**src/rtl/mprj_cfg_pkg.sv**
```systemverilog
// Shared types and constants for the user-pad configuration loader.
package mprj_cfg_pkg;

   // Loader sequencing states.
   typedef enum logic [2:0] {
      IDLE,
      SHIFT_LO,
      SHIFT_HI,
      LOAD,
      DONE
   } state_e;

   // Power-on configuration word applied to every pad shadow.
   localparam logic [12:0] CFG_DEFAULT_WORD = 13'h0403;

endpackage : mprj_cfg_pkg

```
**src/rtl/mprj_cfg_shifter.sv**
```systemverilog
// Serial chain datapath: snapshot shift register, bit counter and the
// serial_clock half-period divider.
module mprj_cfg_shifter #(
   parameter  int unsigned NUM_PADS = 38,
   parameter  int unsigned CFG_W    = 13,
   parameter  int unsigned CLK_DIV  = 2,
   localparam int unsigned TOTAL    = NUM_PADS * CFG_W
) (
   input  logic             clock,
   input  logic             reset,
   input  logic             load_en,    // capture load_data, restart bit count
   input  logic [TOTAL-1:0] load_data,
   input  logic             run,        // FSM is in a timed phase
   input  logic             shift_en,   // advance to the next chain bit
   output logic             div_last,   // last cycle of the current phase
   output logic             last_bit,   // the bit on the line is the final one
   output logic             next_bit    // chain bit valid from the next cycle
);

   // Bit counter reaches TOTAL after the final shift, so it needs one more code.
   localparam int unsigned BIT_W = $clog2(TOTAL + 1);
   localparam int unsigned DIV_W = $clog2(CLK_DIV + 1);

   logic [TOTAL-1:0] shift_q, shift_d;
   logic [BIT_W-1:0] bit_q, bit_d;
   logic [DIV_W-1:0] div_q, div_d;

   assign div_last = (div_q == DIV_W'(CLK_DIV - 1));
   assign last_bit = (bit_q == BIT_W'(TOTAL - 1));
   assign next_bit = shift_d[TOTAL-1];

   // Next-state for the shift register and both counters.
   always_comb begin
      // NOTE: every variable gets a default first so no path leaves it unassigned (no latch).
      shift_d = shift_q;
      bit_d   = bit_q;
      if (load_en) begin
         shift_d = load_data;
         bit_d   = '0;
      end else if (shift_en) begin
         shift_d = {shift_q[TOTAL-2:0], 1'b0};
         bit_d   = bit_q + BIT_W'(1);
      end
      div_d = (run && !div_last) ? div_q + DIV_W'(1) : '0;
   end

   // Datapath registers with synchronous reset.
   always_ff @(posedge clock) begin
      if (reset) begin
         shift_q <= '0;
         bit_q   <= '0;
         div_q   <= '0;
      end else begin
         shift_q <= shift_d;
         bit_q   <= bit_d;
         div_q   <= div_d;
      end
   end

endmodule : mprj_cfg_shifter

```
**src/rtl/mprj_cfg_loader.sv**
```systemverilog
// User-pad configuration loader: per-pad shadow words written over a
// valid/ready port, shifted out serially on demand and latched with a strobe.
module mprj_cfg_loader
   import mprj_cfg_pkg::*;
#(
   parameter  int unsigned      NUM_PADS    = 38,
   parameter  int unsigned      CFG_W       = 13,
   parameter  int unsigned      CLK_DIV     = 2,
   parameter  logic [CFG_W-1:0] CFG_DEFAULT = CFG_W'(CFG_DEFAULT_WORD),
   parameter  bit               AUTO_APPLY  = 1'b1,
   localparam int unsigned      IDX_W       = (NUM_PADS > 1) ? $clog2(NUM_PADS) : 1
) (
   input  logic             clock,
   input  logic             reset,
   input  logic             por_ok,
   input  logic             cfg_valid,
   output logic             cfg_ready,
   input  logic [IDX_W-1:0] cfg_idx,
   input  logic [CFG_W-1:0] cfg_data,
   output logic             cfg_err,
   input  logic             apply,
   output logic             busy,
   output logic             done,
   output logic             serial_clock,
   output logic             serial_data,
   output logic             serial_load
);

   localparam int unsigned TOTAL = NUM_PADS * CFG_W;

   state_e           state_q, state_d;
   logic             auto_q, auto_d;
   logic [CFG_W-1:0] shadow_q [NUM_PADS];
   logic [CFG_W-1:0] shadow_d [NUM_PADS];
   logic [TOTAL-1:0] snapshot;

   logic cfg_ready_q, cfg_ready_d;
   logic cfg_err_q, cfg_err_d;
   logic busy_q, busy_d;
   logic done_q, done_d;
   logic sclk_q, sclk_d;
   logic sdata_q, sdata_d;
   logic sload_q, sload_d;

   logic wr_en, idx_oor, start, run, shift_en;
   logic div_last, last_bit, next_bit;

   // Shadow write path; the updated words also feed the snapshot so a write
   // accepted on the start edge is part of the load.
   always_comb begin
      wr_en   = cfg_valid && cfg_ready_q;
      idx_oor = (32'(cfg_idx) >= NUM_PADS);
      shadow_d = shadow_q;
      if (wr_en && !idx_oor) shadow_d[cfg_idx] = cfg_data;
      snapshot = '0;
      for (int p = 0; p < int'(NUM_PADS); p++) snapshot[p*CFG_W +: CFG_W] = shadow_d[p];
   end

   // Sequencer next state; a pending auto-start is consumed by the first load.
   always_comb begin
      state_d = state_q;
      auto_d  = auto_q;
      start   = 1'b0;
      unique case (state_q)
         IDLE: begin
            if ((apply || auto_q) && por_ok) begin
               state_d = SHIFT_LO;
               auto_d  = 1'b0;
               start   = 1'b1;
            end
         end
         SHIFT_LO: if (div_last) state_d = SHIFT_HI;
         SHIFT_HI: if (div_last) state_d = last_bit ? LOAD : SHIFT_LO;
         LOAD:     if (div_last) state_d = DONE;
         DONE:     state_d = IDLE;
         default:  state_d = IDLE;
      endcase
   end

   assign run      = (state_q == SHIFT_LO) || (state_q == SHIFT_HI) || (state_q == LOAD);
   assign shift_en = (state_q == SHIFT_HI) && div_last;

   // Outputs are decoded from the next state so their registers track the FSM cycle-exactly.
   always_comb begin
      cfg_ready_d = (state_d == IDLE);
      cfg_err_d   = wr_en && idx_oor;
      busy_d      = (state_d == SHIFT_LO) || (state_d == SHIFT_HI) || (state_d == LOAD);
      done_d      = (state_d == DONE);
      sclk_d      = (state_d == SHIFT_HI);
      sdata_d     = ((state_d == SHIFT_LO) || (state_d == SHIFT_HI)) ? next_bit : 1'b0;
      sload_d     = (state_d == LOAD);
   end

   // State, shadows and registered outputs.
   always_ff @(posedge clock) begin
      // NOTE: sequential state uses non-blocking assignments so all flops sample pre-edge values.
      if (reset) begin
         state_q <= IDLE;
         auto_q  <= AUTO_APPLY;
         // NOTE: the shadows are reset on purpose; CFG_DEFAULT is the pads' power-on configuration.
         for (int i = 0; i < int'(NUM_PADS); i++) shadow_q[i] <= CFG_DEFAULT;
         cfg_ready_q <= 1'b1;
         cfg_err_q   <= 1'b0;
         busy_q      <= 1'b0;
         done_q      <= 1'b0;
         sclk_q      <= 1'b0;
         sdata_q     <= 1'b0;
         sload_q     <= 1'b0;
      end else begin
         state_q     <= state_d;
         auto_q      <= auto_d;
         shadow_q    <= shadow_d;
         cfg_ready_q <= cfg_ready_d;
         cfg_err_q   <= cfg_err_d;
         busy_q      <= busy_d;
         done_q      <= done_d;
         sclk_q      <= sclk_d;
         sdata_q     <= sdata_d;
         sload_q     <= sload_d;
      end
   end

   mprj_cfg_shifter #(
      .NUM_PADS (NUM_PADS),
      .CFG_W    (CFG_W),
      .CLK_DIV  (CLK_DIV)
   ) u_shifter (
      .clock     (clock),
      .reset     (reset),
      .load_en   (start),
      .load_data (snapshot),
      .run       (run),
      .shift_en  (shift_en),
      .div_last  (div_last),
      .last_bit  (last_bit),
      .next_bit  (next_bit)
   );

   assign cfg_ready    = cfg_ready_q;
   assign cfg_err      = cfg_err_q;
   assign busy         = busy_q;
   assign done         = done_q;
   assign serial_clock = sclk_q;
   assign serial_data  = sdata_q;
   assign serial_load  = sload_q;

endmodule : mprj_cfg_loader
```
**config.mk**
```make
export PLATFORM = sky130hd
export DESIGN_NAME = mprj_cfg_loader
export DESIGN_NICKNAME = d
export VERILOG_FILES = /design/src/rtl/mprj_cfg_pkg.sv /design/src/rtl/mprj_cfg_shifter.sv /design/src/rtl/mprj_cfg_loader.sv
export SDC_FILE = /design/constraint.sdc
export NUM_CORES = 2
export LEC_CHECK = 0
export CORE_ASPECT_RATIO = 0.5
export CORE_MARGIN = 8
export CORE_UTILIZATION = 62
export CTS_CLUSTER_SIZE = 24
export DETAILED_ROUTE_END_ITERATION = 6
export DONT_BUFFER_PORTS = 1
export HOLD_SLACK_MARGIN = 0.15
export PLACE_DENSITY = 0.78
export SKIP_LAST_GASP = 1
export SYNTH_ARGS = -nofsm -noshare
export SYNTH_HDL_FRONTEND = slang
export SYNTH_SLANG_ARGS = --single-unit
```
**constraint.sdc**
```tcl
create_clock -name clock -period 3.7 [get_ports clock]
set_input_delay 1.11 -clock clock [delete_from_list [all_inputs] [get_ports clock]]
set_output_delay 1.11 -clock clock [all_outputs]
set_load 0.03 [all_outputs]
```
Yosys cells after proc, flatten, opt, wreduce, memory -nomap -nowiden
Index checks and enable logic that the tools add are counted.

word-level totals
  register bits after elaboration = 1010
  latch bits = 0
  bits in writable memories = 0
  memory bits (read-only) = 0
  input bits = 24
  memories = 0

operators by class
  add/sub/neg operators = 2
  multipliers = 0
  divide/modulo/power cells = 0
  order comparisons = 3
  eq/ne operators = 9
  shift operators = 0
  muxes and demuxes = 14
  bitwise operators = 3
  reduce and logical (&&, ||, !) cells = 21

operator list
  kind                   count
  $mux W494              3
  $bwmux W494            1
  $demux W13 S6          1
  $mux W13               1
  $eq A3 B2 Y1 const B   4
  $mux W3                4
  $pmux W3 S4            1
  $add A9 B1 Y9 const B  1
  $eq A9 B9 Y1 const B   1
  $ge A7 B7 Y1 const B   1
  $logic_and A1 B1 Y1    7
  $lt A7 B1 Y1 const B   1
  $not A6 Y7             1
  $eq A3 B1 Y1 const B   2
  $ge A6 B6 Y1 const B   1
  $logic_not A3 Y1       2
  $reduce_or A2 Y1       3
  $logic_or A1 B1 Y1     5
  $eq A3 B3 Y1 const B   1
  $add A2 B1 Y2 const B  1
  $eq A2 B1 Y1 const B   1
  $logic_not A1 Y1       2
  $mux W1                2
  $mux W2                1
  other kinds (3)        4

Longest topological paths before layout
  depth in word-level cells = 8
  depth in mapped cells = 10
  gate-level depth less buffers = 6

Modules after synthesis
Synthesis repeated with hierarchy kept, for this count alone.

unflattened totals
  cell total of the unflattened synthesis = 3942
  area, all modules = 43765.7 um^2

modules (own cells, without submodules)
  module            times used  cells each  area an instance (um^2)
  mprj_cfg_shifter  1           2197        23593.9
  mprj_cfg_loader   1           1745        20171.8

Least setup slack after synthesis
No wires, ideal clock.

  path kind = in2reg
  from = in cfg_idx[5]
  to = reg u_shifter.shift_q[304]
  library setup time = 134 ps
  arrival = 2446 ps
  required time = 3566 ps
  path slack = 1120 ps
  cell stages on the path = 7
  path through = buf_2 nor4bb_2 nor2b_1 buf_2 buf_6 mux2i_1 o22ai_1

on the way
  word-level cells in the longest chain between the ends = 8
  elaborated cells between the ends (all ways) = 12

RTL lines
  element                                                             line                    RTL
  from (decl)                                                         mprj_cfg_loader.sv:18   input logic [IDX_W-1:0] cfg_idx,
  $not A6 Y7 (implied by the code)                                    mprj_cfg_loader.sv:54   if (wr_en && !idx_oor) shadow_d[cfg_idx] = cfg_data;
  $ge A7 B7 Y1 (implied by the code) or $lt A7 B1 Y1 (tied branches)  mprj_cfg_loader.sv:54
  $logic_and A1 B1 Y1 (implied by the code)                           mprj_cfg_loader.sv:54
  $mux W13 (implied by the code)                                      mprj_cfg_loader.sv:54
  $demux W13 S6                                                       mprj_cfg_loader.sv:54
  $bwmux W494                                                         mprj_cfg_loader.sv:54
  $mux W494 (*)                                                       mprj_cfg_loader.sv:54
  $mux W494 (*)                                                       mprj_cfg_shifter.sv:37  if (load_en) begin
  to (signal assigned)                                                mprj_cfg_shifter.sv:54  shift_q <= shift_d;
  to (decl)                                                           mprj_cfg_shifter.sv:24  logic [TOTAL-1:0] shift_q, shift_d;

Every way passes the cells marked *; elsewhere a longest branch is shown, timed or not.
A chain may end at the register's enable or synchronous reset.

Worst setup path in the final report
  from = in reset
  to = reg u_shifter.shift_q[97]

RTL lines
  element      line                   RTL
  from (decl)  mprj_cfg_loader.sv:14  input logic reset,

No word-level cell between the ends.

==> qor.yml <==
synthesis:
  ys_seq_area_share_pct: 54.4
  ys_types: 53
  synth_edf_count: 0
  ys_ff_latch: 1010
  synth_area_sq_mm: 0.0372
  synth.net_count: 3649
  yosysWarnings: 0
  syn_inst: 3622
  synthArstFlopShare_pct: 0
  synthFlopType: "dfxtp_1"
  avgSynthCellArea_sq_um: 10.3
finish:
  final_common_cell: "dfxtp_1"
  final_cells: 4232
  nNetsFinal: 3383
  finalInstanceArea_sq_mm: 0.0398
  syn2layout_area_growth_pct: 7.20
  final_cell_mix: "dfxtp_1, a22oi_1, mux2i_1"
  diodes: 0
  drive_gt1_share_pct: 6.17
timing:
  post-route-period-util_pct: 104
  fmax_ghz: 0.259
  rsz0062_at_grt: "no"
  hold_ws_ns: 0.434
  worstMarginPinSlew_ns: 4.22
  fin_crit_ns: 3.87
  skew_ns: 0.0213
  worst_slack_ns: -0.165
  setup_viol: 14
  hold_viol_final: 0
  maxSlewHeadroom_pct: -181
  tns_ns: -0.586
  final_max_slew_viol_count: 728
setup_path:
  crit_slowest_cell: "o22ai_1"
  critPathTopFamily: "compound AO/OA/AOI/OAI gates"
  critPathArrivalTime_ns: 4.30
  cp.required_ns: 4.14
  end_kind: "flip-flop"
  critPathKind: "in2reg"
  path_cells: "o22ai_1"
  start_kind: "primary input"
  worst-path-buf-inv: 0
  crit_path_max_incr_delay_ns: 1.21
  critPathMaxFanout: 848
clocking:
  path_clk_slew_ns: 0.07
  insertion_delay_ns: 0.63
  postCtsSetupRepairBufs: 0
  clock-root-buffer: "clkbuf_16"
  post_cts_resized: 0
  cts.sinks: 1010
  clock_path_buffers: 3
  htreeDepth: 3
  cts_tree: "yes"
  cts_buffers: 83
  hold_buffers: 0
power:
  p_seq_share_pct: 53.2
  power.density_mw_per_mm2: 528
  p_total_uw: 21000
  vdd_drop_max_uv: 316
  p_switching_uw: 4610
  cellLeakagePower_uw: 0.0155
  share_comb_of_total_power_pct: 4.2
  share_clk_of_total_power_pct: 42.7
  internal-power_uw: 16400
  switching_share_pct: 21.9
route:
  drcViolationCount: 0
  wl_per_cell_microns: 20.6
  wl_met3_microns: 5190
  met2_length_microns: 40500
  routed.top_layer: "met5"
  vias_per_cell: 6.45
  totalWireLength_microns: 87200
  vias: 27300
  ant_nets: 0
  drt-met1-wl_microns: 39500
  drt-initial-drc-count: 3365
  dr.pass1.iters: 6
floorplanning:
  die_h_microns: 189
  dieArea_sq_mm: 0.0685
  die_w_microns: 362
  core.rowCount: 63
  io_pins: 31
  start_util_pct: 62.7
  core_area_sq_mm: 0.0593
global_routing:
  grtUsageTotal_pct: 24.2
  grt_pass1_vias: 25500
  grt_max_degree: 849
  overflow: 0
  grt_pass1_wl_microns: 138000
  antenna_found_initial: 3
outcome:
  status: "finished with violations"
  failed_checks: "max-slew violations, negative setup slack"
place:
  place_congestion: 0.728
  dp.cells: 4083
  hpwl_microns: 41600
  post_dp_cell_area_sq_mm: 0.0371
  port_buffers: 0
flow_run:
  cap_violations: 0
min_path:
  hold_class: "reg2reg"
cells by family after synthesis:
logic type | Yosys count | share of synthesized area (%)
XOR/XNOR | 8 | 0.189
multiplexers | 443 | 11.9
AO/OA/AOI/OAI | 1140 | 20.9
flip-flops | 1010 | 54.4
AND/OR/NAND/NOR | 610 | 7.63
buffers and inverters | 408 | 4.87
adder cells (fa/ha/maj) | 3 | 0.101
layout make-up:
| type | instances | area (sq um) |
|---|---|---|
| Sequential cell | 1010 | 20200 |
| Fill cell | 4448 | 19400 |
| Multi-Input combinational cell | 2204 | 15200 |
| Clock buffer | 128 | 2510 |
| Tap cell | 812 | 1020 |
| Timing Repair Buffer | 50 | 588 |
| Clock inverter | 21 | 278 |
| Inverter | 7 | 31.3 |
routing by layer:
metal | GRT usage [%] | up-vias
met2 | 39.3 | 884
met3 | 3.81 | 148
met5 | 0 | -
li1 | - | 12800
met4 | 7.07 | 2
met1 | 33.4 | 13500
cell usage after synthesis (all sizes together) (3+ instances only):
cell type	instances	area [sq um]
o21a	40	300
ha	3	37.5
nor2	358	1350
nor4bb	5	56.3
and3	57	357
xnor2	6	52.6
a21boi	52	390
clkbuf	226	848
nor2b	3	18.8
nor4	9	116
nand2	134	526
nand4	4	31.3
dfxtp	1010	20200
o22ai	441	2760
mux2i	443	4430
o21ai	52	260
buf	175	933
nor3	5	25.0
a22oi	492	3690
nor4b	6	125
and4b	4	40.0
or3	13	81.3
a21oi	54	274
nand4b	3	41.3
inv	7	26.3
power groups by stage:
stage	Clock [uW]	Combinational, uW	Sequential [uW]
global placement	0	833	11400
global route	9530	934	11200
finish	8970	873	11200
floorplan	0	854	11400
CTS	9080	858	11200
detailed placement	0	852	11400
stage by stage:
stage	util, %	setup WS [ns]
3_3_place_gp	62.5	0.670
3_5_place_dp	62.5	0.577
2_1_floorplan	-	1.12
6_report	67.2	-0.165
5_1_grt	67.2	0.783
4_1_cts	67.2	1.03
path summary, 6_finish.rpt:
check,from,to,slack (ns),cells after the start
hold / removal,u_shifter.div_q[0],u_shifter.div_q[0],0.43,1
setup / recovery,reset,u_shifter.shift_q[97],-0.17,1
hold reg to reg,u_shifter.div_q[0],u_shifter.div_q[0],0.43,1
setup reg to reg,u_shifter.div_q[0],u_shifter.shift_q[362],0.87,5
registers in the layout, indices dropped and copies added (netlist names), 2 cells and up:
name	count
shadow_q	494
u_shifter.shift_q	494
u_shifter.bit_q	9
state_q	3
u_shifter.div_q	2
Power figures use the tool's default switching activity.
